**src/rtl/sdram_bridge_pkg.sv**
```systemverilog
// ---------------------------------------------------------------------------
// sdram_bridge_pkg
// Shared definitions for the SDRAM host bridge:
//   - bridge FSM state encoding (2-bit enum)
//   - request word layout {we, addr, wdata} packed into the request FIFO
//   - default widths / depths used by the bridge and its FIFO
// Optional feature macro used by the bridge: SDRAM_BRIDGE_TIMEOUT_EN
// ---------------------------------------------------------------------------
package sdram_bridge_pkg;

  localparam int DATA_W          = 16;
  localparam int DEF_HADDR_WIDTH = 24;  // ROW 13 + COL 9 + BANK 2
  localparam int DEF_FIFO_DEPTH  = 4;
  localparam int DEF_ACK_TIMEOUT = 15;

  // Bridge FSM states, one state per cycle.
  typedef enum logic [1:0] {
    IDLE      = 2'd0,
    ISSUE     = 2'd1,
    WAIT_ACK  = 2'd2,
    WAIT_DONE = 2'd3
  } bridge_state_e;

  // Request word layout, LSB first: wdata, then addr, then the we bit on top.
  localparam int REQ_WDATA_LSB = 0;
  localparam int REQ_ADDR_LSB  = DATA_W;

  function automatic int req_width(input int haddr_w);
    return 1 + haddr_w + DATA_W;
  endfunction

  function automatic int req_we_bit(input int haddr_w);
    return REQ_ADDR_LSB + haddr_w;
  endfunction

endpackage

```
**src/rtl/sdram_req_fifo.sv**
```systemverilog
// ---------------------------------------------------------------------------
// sdram_req_fifo
// Synchronous request FIFO, registered flags, no bypass path: a pop from a
// full FIFO only frees a slot (full_o drops) from the following cycle.
// Ports:
//   clk, rst   clock, synchronous active-high reset (empties the FIFO)
//   push_i     write din_i (ignored when full)
//   din_i      request word
//   pop_i      drop the head entry (ignored when empty)
//   dout_o     head entry (valid while !empty_o)
//   full_o     FIFO_DEPTH entries held
//   empty_o    no entries held
// ---------------------------------------------------------------------------
import sdram_bridge_pkg::*;

module sdram_req_fifo #(
  parameter int WIDTH = req_width(DEF_HADDR_WIDTH),
  parameter int DEPTH = DEF_FIFO_DEPTH
) (
  input  logic             clk,
  input  logic             rst,
  input  logic             push_i,
  input  logic [WIDTH-1:0] din_i,
  input  logic             pop_i,
  output logic [WIDTH-1:0] dout_o,
  output logic             full_o,
  output logic             empty_o
);

  localparam int AW = $clog2(DEPTH);
  localparam int CW = AW + 1;

  logic [WIDTH-1:0] mem_q [DEPTH];
  logic [WIDTH-1:0] mem_d [DEPTH];
  logic [AW-1:0]    wr_ptr_q, wr_ptr_d;
  logic [AW-1:0]    rd_ptr_q, rd_ptr_d;
  logic [CW-1:0]    count_q, count_d;
  logic             do_push;
  logic             do_pop;

  assign full_o  = (count_q == CW'(DEPTH));
  assign empty_o = (count_q == '0);
  assign dout_o  = mem_q[rd_ptr_q];

  assign do_push = push_i && !full_o;
  assign do_pop  = pop_i && !empty_o;

  always_comb begin
    mem_d    = mem_q;
    wr_ptr_d = wr_ptr_q;
    rd_ptr_d = rd_ptr_q;
    if (do_push) begin
      mem_d[wr_ptr_q] = din_i;
      wr_ptr_d        = wr_ptr_q + AW'(1);  // wraps modulo DEPTH (power of two)
    end
    if (do_pop) begin
      rd_ptr_d = rd_ptr_q + AW'(1);
    end
    count_d = count_q + CW'(do_push) - CW'(do_pop);
  end

  always_ff @(posedge clk) begin
    if (rst) begin
      for (int i = 0; i < DEPTH; i++) begin
        mem_q[i] <= '0;
      end
      wr_ptr_q <= '0;
      rd_ptr_q <= '0;
      count_q  <= '0;
    end else begin
      mem_q    <= mem_d;
      wr_ptr_q <= wr_ptr_d;
      rd_ptr_q <= rd_ptr_d;
      count_q  <= count_d;
    end
  end

endmodule

```
**src/rtl/sdram_host_bridge.sv**
```systemverilog
// ---------------------------------------------------------------------------
// sdram_host_bridge
// Request front-end for the SDRAM controller host port. Client requests are
// queued in sdram_req_fifo; the FSM issues one request at a time as a
// one-cycle rd_enable/wr_enable strobe while busy is low, waits for the
// controller's busy window to open and close, then returns read data as a
// one-cycle rsp_valid pulse (writes complete silently).
//
// Handshake: a request is accepted on a clock edge where req_valid and
// req_ready are both high; req_ready is low during reset and while the FIFO
// is full. rsp_valid / rsp_err / rd_enable / wr_enable are single-cycle pulses.
//
// Ports:
//   clk, rst                       clock, synchronous active-high reset
//   req_valid/req_ready            client request handshake
//   req_we, req_addr, req_wdata    request payload
//   rsp_valid, rsp_rdata, rsp_err  client response (rsp_rdata held)
//   haddr, data_input              controller address / write data (held)
//   rd_enable, wr_enable           controller strobes
//   busy, data_output              controller status / read data
//
// Optional feature: define SDRAM_BRIDGE_TIMEOUT_EN to abandon a request when
// busy never rises after its strobe (adds ACK_TIMEOUT and drives rsp_err).
// ---------------------------------------------------------------------------
import sdram_bridge_pkg::*;

module sdram_host_bridge #(
  parameter int HADDR_WIDTH = DEF_HADDR_WIDTH,
  parameter int FIFO_DEPTH  = DEF_FIFO_DEPTH
`ifdef SDRAM_BRIDGE_TIMEOUT_EN
  ,
  parameter int ACK_TIMEOUT = DEF_ACK_TIMEOUT
`endif
) (
  input  logic                   clk,
  input  logic                   rst,
  input  logic                   req_valid,
  output logic                   req_ready,
  input  logic                   req_we,
  input  logic [HADDR_WIDTH-1:0] req_addr,
  input  logic [DATA_W-1:0]      req_wdata,
  output logic                   rsp_valid,
  output logic [DATA_W-1:0]      rsp_rdata,
  output logic                   rsp_err,
  output logic [HADDR_WIDTH-1:0] haddr,
  output logic [DATA_W-1:0]      data_input,
  output logic                   rd_enable,
  output logic                   wr_enable,
  input  logic                   busy,
  input  logic [DATA_W-1:0]      data_output
);

  localparam int REQ_W  = req_width(HADDR_WIDTH);
  localparam int WE_BIT = req_we_bit(HADDR_WIDTH);

  // ---------------- request FIFO ----------------
  logic             fifo_push;
  logic             fifo_pop;
  logic [REQ_W-1:0] fifo_din;
  logic [REQ_W-1:0] fifo_head;
  logic             fifo_full;
  logic             fifo_empty;

  // Keeps req_ready low through reset and releases it one cycle after.
  logic ready_en_q, ready_en_d;

  assign req_ready = ready_en_q && !fifo_full;
  assign fifo_push = req_valid && req_ready;
  assign fifo_din  = {req_we, req_addr, req_wdata};

  sdram_req_fifo #(
    .WIDTH (REQ_W),
    .DEPTH (FIFO_DEPTH)
  ) u_fifo (
    .clk     (clk),
    .rst     (rst),
    .push_i  (fifo_push),
    .din_i   (fifo_din),
    .pop_i   (fifo_pop),
    .dout_o  (fifo_head),
    .full_o  (fifo_full),
    .empty_o (fifo_empty)
  );

  logic                   head_we;
  logic [HADDR_WIDTH-1:0] head_addr;
  logic [DATA_W-1:0]      head_wdata;

  assign head_we    = fifo_head[WE_BIT];
  assign head_addr  = fifo_head[REQ_ADDR_LSB +: HADDR_WIDTH];
  assign head_wdata = fifo_head[REQ_WDATA_LSB +: DATA_W];

  // ---------------- FSM and output registers ----------------
  bridge_state_e          state_q, state_d;
  logic [HADDR_WIDTH-1:0] haddr_q, haddr_d;
  logic [DATA_W-1:0]      data_input_q, data_input_d;
  logic                   rd_en_q, rd_en_d;
  logic                   wr_en_q, wr_en_d;
  logic                   cur_we_q, cur_we_d;  // direction of the in-flight request
  logic                   rsp_valid_q, rsp_valid_d;
  logic [DATA_W-1:0]      rsp_rdata_q, rsp_rdata_d;

`ifdef SDRAM_BRIDGE_TIMEOUT_EN
  // cnt_q counts cycles since the strobe; loaded with 1 when leaving ISSUE so
  // the abandon pulse lands ACK_TIMEOUT cycles after the strobe cycle.
  localparam logic [3:0] TIMEOUT_LAST = 4'(ACK_TIMEOUT - 1);
  logic [3:0] cnt_q, cnt_d;
  logic       rsp_err_q, rsp_err_d;
`endif

  always_comb begin
    state_d      = state_q;
    haddr_d      = haddr_q;
    data_input_d = data_input_q;
    rd_en_d      = 1'b0;
    wr_en_d      = 1'b0;
    cur_we_d     = cur_we_q;
    rsp_valid_d  = 1'b0;
    rsp_rdata_d  = rsp_rdata_q;
    fifo_pop     = 1'b0;
    ready_en_d   = 1'b1;
`ifdef SDRAM_BRIDGE_TIMEOUT_EN
    cnt_d        = cnt_q;
    rsp_err_d    = 1'b0;
`endif
    unique case (state_q)
      IDLE: begin
        if (!fifo_empty && !busy) begin
          fifo_pop     = 1'b1;
          haddr_d      = head_addr;
          data_input_d = head_wdata;
          wr_en_d      = head_we;
          rd_en_d      = !head_we;
          cur_we_d     = head_we;
          state_d      = ISSUE;
        end
      end
      ISSUE: begin
        state_d = WAIT_ACK;
`ifdef SDRAM_BRIDGE_TIMEOUT_EN
        cnt_d   = 4'd1;
`endif
      end
      WAIT_ACK: begin
        if (busy) begin
          state_d = WAIT_DONE;
        end
`ifdef SDRAM_BRIDGE_TIMEOUT_EN
        else if (cnt_q == TIMEOUT_LAST) begin
          state_d   = IDLE;
          rsp_err_d = 1'b1;
        end else begin
          cnt_d = cnt_q + 4'd1;
        end
`endif
      end
      WAIT_DONE: begin
        if (!busy) begin
          state_d = IDLE;
          if (!cur_we_q) begin
            rsp_rdata_d = data_output;
            rsp_valid_d = 1'b1;
          end
        end
      end
      default: state_d = IDLE;
    endcase
  end

  always_ff @(posedge clk) begin
    if (rst) begin
      state_q      <= IDLE;
      haddr_q      <= '0;
      data_input_q <= '0;
      rd_en_q      <= 1'b0;
      wr_en_q      <= 1'b0;
      cur_we_q     <= 1'b0;
      rsp_valid_q  <= 1'b0;
      rsp_rdata_q  <= '0;
      ready_en_q   <= 1'b0;
`ifdef SDRAM_BRIDGE_TIMEOUT_EN
      cnt_q        <= '0;
      rsp_err_q    <= 1'b0;
`endif
    end else begin
      state_q      <= state_d;
      haddr_q      <= haddr_d;
      data_input_q <= data_input_d;
      rd_en_q      <= rd_en_d;
      wr_en_q      <= wr_en_d;
      cur_we_q     <= cur_we_d;
      rsp_valid_q  <= rsp_valid_d;
      rsp_rdata_q  <= rsp_rdata_d;
      ready_en_q   <= ready_en_d;
`ifdef SDRAM_BRIDGE_TIMEOUT_EN
      cnt_q        <= cnt_d;
      rsp_err_q    <= rsp_err_d;
`endif
    end
  end

  assign haddr      = haddr_q;
  assign data_input = data_input_q;
  assign rd_enable  = rd_en_q;
  assign wr_enable  = wr_en_q;
  assign rsp_valid  = rsp_valid_q;
  assign rsp_rdata  = rsp_rdata_q;

`ifdef SDRAM_BRIDGE_TIMEOUT_EN
  assign rsp_err = rsp_err_q;
`else
  assign rsp_err = 1'b0;
`endif

endmodule

```
**config.mk**
```make
export PLATFORM = sky130hd
export DESIGN_NAME = sdram_host_bridge
export DESIGN_NICKNAME = d
export VERILOG_FILES = /design/src/rtl/sdram_bridge_pkg.sv /design/src/rtl/sdram_req_fifo.sv /design/src/rtl/sdram_host_bridge.sv
export SDC_FILE = /design/constraint.sdc
export NUM_CORES = 1
export LEC_CHECK = 0
export CORE_MARGIN = 8
export CORE_UTILIZATION = 60
export DETAILED_ROUTE_END_ITERATION = 10
export HOLD_SLACK_MARGIN = 0.02
export PLACE_DENSITY_LB_ADDON = 0.08
export RECOVER_POWER = 25
export SLEW_MARGIN = 30
export SYNTH_ARGS = -nofsm -noshare
export SYNTH_HDL_FRONTEND = slang
export SYNTH_HIERARCHICAL = 1
export SYNTH_SLANG_ARGS = --single-unit
export TNS_END_PERCENT = 1
```
**constraint.sdc**
```tcl
create_clock -name clk -period 6.5 [get_ports clk]
set_input_delay 1.3 -clock clk [delete_from_list [all_inputs] [get_ports clk]]
set_output_delay 1.3 -clock clk [all_outputs]
set_load 0.02 [all_outputs]
```
==> results.yml <==
logic_synthesis:
  synth_top_area_share_pct: 45.9
  synth-seq-area-share_pct: 45.9
  synth_edf_count: 0
  postSynthNetCount: 964
  synth_seq_cells: 234
  synth_warnings: 6
  synth_area_per_cell_um2: 11.4
  yosysTopAreaCell: "dfxtp_1"
  syn_inst: 892
  synthTopCellsByArea: "dfxtp_1, mux2i_1, nand2b_1"
  yosysUniqueCellTypes: 34
  ys_dominant_reg_cell: "dfxtp_1"
  synth_area_um2: 10200
  synthArstFlopShare_pct: 0
drt:
  firstDrtPassIters: 4
  drt-total-wl_um: 21700
  drt_iter0_markers: 260
  avgViaCountPerCell: 5.44
  ant_nets: 0
  vias: 6604
  remaining_drc_errors: 0
  wl_per_cell_um: 17.8
setup_path:
  crit_cells: 5
  critPathArrivalTime_ns: 4.50
  r2r_setup_slack_ns: 2.46
  cp.required_ns: 6.77
  cp-end-kind: "flip-flop"
  r2r-end: "u_fifo/mem_q[156]$_SDFFE_PP0P_"
  r2r_cells: 7
  rr_startpoint: "u_fifo/count_q[1]$_SDFF_PP0_"
  path_cells: "dlygate4sd3_1, and2_0, nand3_2, clkbuf_1, mux2i_1"
  startpoint_type: "input pin"
  critPathKind: "input pin to flip-flop"
  cp_max_fo: 30
  path_buf_inv: 2
  critPathCapture: "u_fifo/mem_q[156]$_SDFFE_PP0P_"
  critical_path.startpoint: "req_valid"
  max_stage_delay_ns: 1.90
  cp_slowest_cell: "clkbuf_1"
  cpLargestDelayFamily: "buffers and inverters"
sta:
  finalClockSkew_ns: 0.00636
  period_needed_ns: 4.24
  grt_setup_unrepaired: "no"
  slew_violations: 132
  post-route-period-util_pct: 65.2
  fin_tns_setup_ns: 0
  finalHoldViolCount: 0
  tightestPinTransition_ns: 2.68
  slew_headroom_pct: -78.9
  setup_viol: 0
  fmaxAchievable_mhz: 236
global_routing:
  grt_usage_pct: 20.0
  grt_pass1_vias: 7220
  grt_pass1_wl_um: 36000
  grt_max_degree: 206
  grt_overflow: 0
  antenna_found_initial: 0
placed_design:
  place_area_um2: 11300
  routabilityCongestion: 0.705
  dp_hpwl_um: 13500
  io_buffers: 120
layout:
  syn_to_final_growth_pct: 19.6
  nNetsFinal: 1048
  nFillCells: 1187
  antenna_cells: 0
  final_area_um2: 12200
  drive_above_1_share_pct: 9.15
clock_network:
  ctsLongestPathBuffers: 3
  h-tree-depth: 1
  cts_resized: 0
  cts_setup_buffers: 0
  hold_buffers: 0
  clkLatencyLatePin_ns: 0.50
  path_clk_slew_ns: 0.06
  cts.sinks: 234
  tritoncts: "done"
  root_buffer: "clkbuf_16"
  cts_buffers: 24
die:
  num_rows: 47
  coreArea_um2: 16600
  io_pins: 122
  initial_core_util_pct: 61.5
  dieWidth_um: 146
  dieArea_um2: 21400
  die_h_um: 146
power_and_ir_drop:
  p_leak_nw: 5.03
  ir_worst_vdd_mv: 0.186
  power_density_nw_per_um2: 297
run_status:
  failed_checks: "capacitance limit, slew limit"
  status: "complete, but fails checks"
run:
  maxCapViolations: 3
hold_path:
  hold_path_class: "flip-flop to flip-flop"
[Yosys cell counts, drive strengths merged, types with 2 or more instances]
cell	count
dfxtp	234
mux2i	222
nand2b	205
nor2	64
mux4	41
buf	37
clkbuf	31
ha	10
inv	10
and2	4
nand2	4
nand3	4
and3	3
mux2	2
nor2b	2
nor3	2
nor3b	2
o21ai	2
o31ai	2
xor2	2
[power by group]
part / internal (mW) / total (mW) / switching (mW)
Clock: 0.892 / 1.44 / 0.551
Sequential: 1.52 / 1.57 / 0.0568
Combinational: 0.304 / 0.608 / 0.303
[layout make-up]
cell class	count	area [um2]	area share [%]
Sequential cell	234	4690	38.4
Clock inverter	9	123	1.01
Clock buffer	35	724	5.94
Tap cell	220	275	2.26
Multi-Input combinational cell	580	5090	41.7
Timing Repair Buffer	126	1260	10.3
Inverter	10	37.5	0.308
[worst min-delay path: cells and delay by family (launching register included)]
family / cells / cell delay (ns)
flops: 1 / 0.31
simple gates: 1 / 0.06
mux: 1 / 0.06
[cell usage in the layout, fill, tap and decap left out, types with 3 or more instances in the layout]
cell	n
clkbuf_1	8
nor2_1	64
dfxtp_1	232
bufinv_16	3
ha_1	10
clkbuf_8	5
clkinv_2	5
mux2i_1	222
inv_1	10
nand2b_1	205
clkdlybuf4s50_1	117
and2_1	3
and3_1	3
clkbuf_16	26
nand2_1	4
mux4_2	41
[state kept, by name, summed over array words and instances, names as in the netlist, 2 cells and up]
register	count
u_fifo/rd_ptr_q	2
rsp_rdata	16
u_fifo/count_q	3
u_fifo/wr_ptr_q	2
u_fifo/mem_q	164
haddr	24
data_input	16
state_q	2
[worst min-delay path by stage]
stage	cells past startpoint	end	start	slack, ns
floorplan	2	u_fifo/mem_q[100]$_SDFFE_PP0P_	u_fifo/mem_q[100]$_SDFFE_PP0P_	0.45
finish	2	u_fifo/mem_q[94]$_SDFFE_PP0P_	u_fifo/mem_q[94]$_SDFFE_PP0P_	0.47
global route	2	u_fifo/mem_q[113]$_SDFFE_PP0P_	u_fifo/mem_q[113]$_SDFFE_PP0P_	0.48
detailed placement	2	u_fifo/mem_q[113]$_SDFFE_PP0P_	u_fifo/mem_q[113]$_SDFFE_PP0P_	0.47
CTS	2	u_fifo/mem_q[113]$_SDFFE_PP0P_	u_fifo/mem_q[113]$_SDFFE_PP0P_	0.47
global placement	2	u_fifo/mem_q[114]$_SDFFE_PP0P_	u_fifo/mem_q[114]$_SDFFE_PP0P_	0.45
[per-layer routing]
layer / global-route usage, % / wire (um) / up-vias
met4: 5.41 / 425 / 0
li1: - / - / 3198
met2: 37.4 / 11600 / 108
met1: 22.8 / 8970 / 3266
met3: 3.58 / 699 / 32
met5: 0 / 0 / -
[per-stage QoR]
step	utilization [%]	setup WS, ns	total power [mW]	hold slack (ns)	instances
floorplan	-	3.25	2.06	0.445	892
global placement	68.4	2.75	2.18	0.455	1169
detailed placement	68.4	2.67	2.21	0.466	1169
CTS	73.5	2.92	3.65	0.474	1213
global route	73.5	2.08	3.77	0.483	1214
finish	73.5	2.26	3.62	0.473	1214
[kinds of logic after synthesis]
group           Yosys count  share of synthesized area (%)
xor+xnor                  2                          0.172
fa+ha+maj                11                           1.42
flops                   234                           45.9
other cells               1                         0.0368
mux                     265                           31.1
simple gates            293                           16.4
buf+inv                  78                           4.42
compound gates            8                          0.613
Power figures use the tool's default switching activity.
==> RTL edit 1 (same flow settings) <==
The package constant `DEF_HADDR_WIDTH` goes from 24 to 16.
--- a/src/rtl/sdram_bridge_pkg.sv
+++ b/src/rtl/sdram_bridge_pkg.sv
@@ -11,3 +11,3 @@
   localparam int DATA_W          = 16;
-  localparam int DEF_HADDR_WIDTH = 24;  // ROW 13 + COL 9 + BANK 2
+  localparam int DEF_HADDR_WIDTH = 16;  // ROW 13 + COL 9 + BANK 2
   localparam int DEF_FIFO_DEPTH  = 4;
Interface: changed (resized haddr and req_addr); port bits go from 122 to 106. The function was not compared with the original's and may differ.
==> RTL edit 1 against the unedited design <==
- the run still ends with capacitance limit, slew limit left
- routed wire length down 19%
- worst setup slack better by 0.20 ns
- die area down 15%
- sequential cell count down 40
- first-iteration DRC count up 19%
- area after synthesis down 17%
- largest cell class unchanged
- cell area down 18%
- global-route usage down 0.48 points
- hold slack worse by 0.0020 ns
- power down 22%
==> RTL edit 1: results (changes against the unedited design) <==
* Status: finished, violations left (unchanged)
* Failing checks: capacitance limit, slew limit (unchanged)
* Clock skew at 0.00726 ns (was 0.00636 ns)
* H-tree depth at 4 (was 1)
* Num CTS Buffers at 17 (was 24)
* Final WL at 17500 um (was 21700 um)
* Critical path peak fanout at 37 (was 30)
* First-pass GRT wire length at 28500 um (was 36000 um)
* CTS Root Cell: clkbuf_16 (unchanged)
* Most frequent cells after synthesis: dfxtp_1, mux2i_1, nand2b_1, nor2_1, mux4_2 (unchanged)
* DP Wirelength at 11000 um (was 13500 um)
* Post-synthesis cell type count at 38 (was 34)
* Worst EP arrival at 4.38 ns (was 4.50 ns)
* IO buf count at 104 (was 120)
* Met2 usage at 0.337 (was 0.374)
* Clock Tree Buf Depth at 2 (was 3)
* Met1 Use GR at 0.230 (was 0.228)
* Largest cells by area after synthesis: dfxtp_1, mux2i_1, nand2b_1, mux4_2, nor2_1 (unchanged)
* Hold path depth at 2 (unchanged)
* Relative slew slack at -0.435 (was -0.789)
* Syn Nets at 808 (was 964)
* Leakage power at 4.19 nW (was 5.03 nW)
* GRT met3 Usage at 0.0479 (was 0.0358)
* Fin. max-slew vios at 31 (was 132)
* Post-synth top area share at 0.457 (was 0.459)
* R2r worst-path depth at 6 (was 7)
* Vias in the first global route at 5748 (was 7220)
* Pin count of the biggest net entering global routing at 131 (was 206)
* Layout cells sized above 1 at 0.0927 (was 0.0915)
* Min-Delay Startpoint: u_fifo/mem_q[18]$_SDFFE_PP0P_ (was u_fifo/mem_q[94]$_SDFFE_PP0P_)
* Worst VDD drop at 0.171 mV (was 0.186 mV)
* Via-per-instance ratio at 5.38 (was 5.44)
* Post-CTS Setup Inserts at 0 (unchanged)
* Initial DRC Count at 310 (was 260)
* Global Route Usage Sum at 0.195 (was 0.200)
* Maxcap violations at 1 (was 3)
* Psw at 0.737 mW (was 0.912 mW)
* Top reg by flops: u_fifo/mem_q (unchanged)
* First drt pass iteration count at 4 (unchanged)
* Nets at 882 (was 1048)
* Setup crit start: busy (was req_valid)
RTL edit 1: final cells by class:
| cell class | count | area [um2] |
|---|---|---|
| Multi-Input combinational cell | 484 | 4220 |
| Sequential cell | 194 | 3890 |
| Fill cell | 1032 | 3850 |
| Timing Repair Buffer | 111 | 1090 |
| Clock buffer | 23 | 489 |
| Tap cell | 180 | 225 |
| Clock inverter | 9 | 78.8 |
| Inverter | 10 | 37.5 |
RTL edit 1: critical path, stage by stage:
cell           delay (ns)
dlygate4sd3_1        0.65
nor3b_4              0.19
buf_4                0.58
o31ai_1              0.24
inv_1                0.10
ha_1                 0.23
inv_1                0.07
ha_1                 0.15
inv_1                0.05
fa_1                 0.38
xor2_1               0.16
and2_1               0.16
nor3_1               0.11
RTL edit 1: power by group through the flow:
stage	registers (mW)	clock network (mW)	logic [mW]
6_report	1.33	0.997	0.498
4_1_cts	1.33	1.02	0.506
3_3_place_gp	1.35	0	0.486
3_5_place_dp	1.35	0	0.502
2_1_floorplan	1.33	0	0.384
5_1_grt	1.33	1.07	0.542
RTL edit 1: kinds of logic (layout without fill, tap and decap cells):
| family | Yosys count | count (layout) | synth area share |
|---|---|---|---|
| buf+inv | 66 | 153 | 0.0465 |
| simple gates | 245 | 245 | 0.165 |
| xor+xnor | 2 | 2 | 0.00206 |
| mux | 217 | 217 | 0.304 |
| fa+ha+maj | 11 | 11 | 0.0171 |
| compound gates | 8 | 8 | 0.00765 |
| other cells | 1 | 1 | 0.000441 |
| flops | 194 | 194 | 0.457 |
RTL edit 1: through the flow:
| stage | cells | cell area, um2 | util | setup WS, ns |
|---|---|---|---|---|
| 5_1_grt | 1011 | 10000 | 0.722 | 2.31 |
| 2_1_floorplan | 744 | 8500 | - | 3.29 |
| 3_3_place_gp | 979 | 9480 | 0.683 | 2.25 |
| 6_report | 1011 | 10000 | 0.722 | 2.47 |
| 4_1_cts | 1011 | 10000 | 0.724 | 2.54 |
| 3_5_place_dp | 979 | 9480 | 0.683 | 2.10 |
RTL edit 1: final timing paths:
kind | endpoint | slack, ns
max | u_fifo/count_q[2]$_SDFF_PP0_ | 2.47
min | u_fifo/mem_q[18]$_SDFFE_PP0P_ | 0.47
max reg2reg | u_fifo/mem_q[73]$_SDFFE_PP0P_ | 2.95
min reg2reg | u_fifo/mem_q[18]$_SDFFE_PP0P_ | 0.47
RTL edit 1: layer usage:
layer,vias up,routed length [um]
met3,22,817
met4,0,266
li1,2668,-
met2,115,8790
met5,-,0
met1,2635,7630
==> RTL edit 2 (config.mk and constraints unchanged) <==
Without the edit above. Re-encode `bridge_state_e` (4 states) as one-hot, 4 bits wide.
--- a/src/rtl/sdram_bridge_pkg.sv
+++ b/src/rtl/sdram_bridge_pkg.sv
@@ -16,7 +16,7 @@
   // Bridge FSM states, one state per cycle.
-  typedef enum logic [1:0] {
-    IDLE      = 2'd0,
-    ISSUE     = 2'd1,
-    WAIT_ACK  = 2'd2,
-    WAIT_DONE = 2'd3
+  typedef enum logic [3:0] {
+    IDLE      = 4'b0001,
+    ISSUE     = 4'b0010,
+    WAIT_ACK  = 4'b0100,
+    WAIT_DONE = 4'b1000
   } bridge_state_e;
Function: no difference found for any inputs over 4 cycles, from zero or initial values and one cycle with rst high; so few cycles prove little.
==> RTL edit 2 against the unedited design <==
- the flow still finishes with violations (capacitance limit, slew limit)
- power up 0.65%
- worst setup slack gained 0.013 ns
- cell area rose by 1.1%
- routed wire length grew 9.4%
- hold slack got worse by 0.0069 ns
- area after synthesis grew 2.2%
- sequential cell count is 2 higher
- sequential share of layout area decreased by 0.13 points
- critical path type unchanged
- largest power group unchanged
==> RTL edit 2: results (changes against the unedited design) <==
* Status: finished, violations left (unchanged)
* Failing checks: capacitance limit, slew limit (unchanged)
* Setup WS pre-CTS at 2.72 ns (was 2.67 ns)
* Pin count of the biggest net entering global routing at 159 (was 206)
* Worst EP arrival at 4.65 ns (was 4.50 ns)
* CTS Root Cell: clkbuf_16 (unchanged)
* Initial antenna violation count at 0 (unchanged)
* Gpl congestion at 0.773 (was 0.705)
* IO buf count at 120 (unchanged)
* Worst VDD drop at 0.224 mV (was 0.186 mV)
* Crit-path slowest cell: or2_0 (was clkbuf_1)
* Switching part of the total at 0.278 (was 0.252)
* Largest cells by area after synthesis: dfxtp_1, mux2i_1, nand2b_1, mux4_2, nand3_1 (was dfxtp_1, mux2i_1, nand2b_1, mux4_2, nor2_1)
* DP Wirelength at 14000 um (was 13500 um)
* Most frequent cells after synthesis: dfxtp_1, nand2b_1, mux2i_1, nand3_1, a21oi_1 (was dfxtp_1, mux2i_1, nand2b_1, nor2_1, mux4_2)
* Post-synthesis cell type count at 41 (was 34)
* Clock Tree Buf Depth at 3 (unchanged)
* Maxcap violations at 3 (unchanged)
* Later-pin clock latency in the skew report at 0.51 ns
* Worst path max stage delay at 1.92 ns (was 1.90 ns)
* Seq/Total Area, Yosys at 0.453 (was 0.459)
* Resized cells post-CTS at 0 (unchanged)
* Max FFs per register at 164 (unchanged)
* Vias in the first global route at 7453 (was 7220)
* First-pass GRT wire length at 39200 um (was 36000 um)
* Critical path peak fanout at 42 (was 30)
* Via-per-instance ratio at 5.67 (was 5.44)
* Nets at 1113 (was 1048)
* Global Route Usage Sum at 0.216 (was 0.200)
* Post-CTS Setup Inserts at 0 (unchanged)
* First drt pass iteration count at 5 (was 4)
* Filler Cell Count at 1302 (was 1187)
* Drt wl/cell at 18.4 um (was 17.8 um)
* # diodes at 0 (unchanged)
* Top reg by flops: u_fifo/mem_q (unchanged)
* Post-synthesis async set-or-reset flop share at 0 (unchanged)
* Hold WC Path Type: reg2reg (unchanged)
* H-tree depth at 1 (unchanged)
* Syn Nets at 1045 (was 964)
* Relative slew slack at -0.731 (was -0.789)
* Count of warnings emitted by yosys at 6 (unchanged)
* Leakage power at 4.94 nW (was 5.03 nW)
* Fin. max-slew vios at 140 (was 132)
* Clock slew at reported path FFs at 0.06 ns (about the same)
* CP delay by family, top: simple AND/OR/NAND/NOR gates (was buffers and inverters)
* Num CTS Buffers at 25 (was 24)
* Layout cells sized above 1 at 0.0933 (was 0.0915)
* Congestion Overflow GR at 0 (unchanged)
* Clock skew at 0.0106 ns (was 0.00636 ns)
* Initial DRC Count at 413 (was 260)
## RTL edit 2: cell families (layout without fill, tap and decap cells)
family / Yosys count / in the layout / share of synthesized area
mux: 206 / 206 / 0.247
flops: 236 / 236 / 0.453
compound gates: 122 / 122 / 0.0598
xor+xnor: 4 / 4 / 0.00336
simple gates: 302 / 302 / 0.177
fa+ha+maj: 7 / 7 / 0.00913
buf+inv: 99 / 183 / 0.0495
other cells: 1 / 1 / 0.000360
## RTL edit 2: stage by stage
stage	hold slack (ns)	std cells	cell area [um2]
after floorplan	0.445	977	10400
after global placement	0.456	1243	11500
after detailed placement	0.462	1243	11500
after CTS	0.470	1286	12300
after global routing	0.487	1286	12300
final	0.466	1286	12300
## RTL edit 2: cell type report
cell class                      instances  area, um2  share of cell area
Multi-Input combinational cell        642       5200               0.422
Sequential cell                       236       4730               0.383
Timing Repair Buffer                  129       1260               0.102
Clock buffer                           37        741              0.0601
Tap cell                              225        282              0.0228
Clock inverter                          6       80.1             0.00649
Inverter                               11       41.3             0.00335
## RTL edit 2: worst paths after layout
path / start / endpoint / slack [ns] / depth (start not counted)
setup reg to reg: u_fifo/rd_ptr_q[1]$_SDFFE_PP0P_ / haddr[8]$_SDFFE_PP0P_ / 2.65 / 4
setup / recovery: busy / haddr[21]$_SDFFE_PP0P_ / 2.28 / 4
hold reg to reg: u_fifo/mem_q[97]$_SDFFE_PP0P_ / u_fifo/mem_q[97]$_SDFFE_PP0P_ / 0.47 / 2
hold / removal: u_fifo/mem_q[97]$_SDFFE_PP0P_ / u_fifo/mem_q[97]$_SDFFE_PP0P_ / 0.47 / 2
## RTL edit 2: tightest hold or removal path, stage by stage (launching register included)
cell	delay, ns
dfxtp_1	0.31
nand2b_1	0.06
mux2i_1	0.05
## RTL edit 2: power by group through the flow
stage,clock network (mW),registers (mW),logic (mW)
after floorplan,0,1.60,0.466
after global placement,0,1.62,0.650
after detailed placement,0,1.62,0.656
after CTS,1.44,1.59,0.662
after global routing,1.50,1.60,0.696
final,1.41,1.59,0.645
## RTL edit 2: per-layer routing
metal  part of all wire  track usage  up-vias
met5                  0            0        -
met4              0.020       0.0566        0
met3              0.042       0.0321       39
met2               0.47        0.361      149
met1               0.46        0.288     3584
li1                   -            -     3526
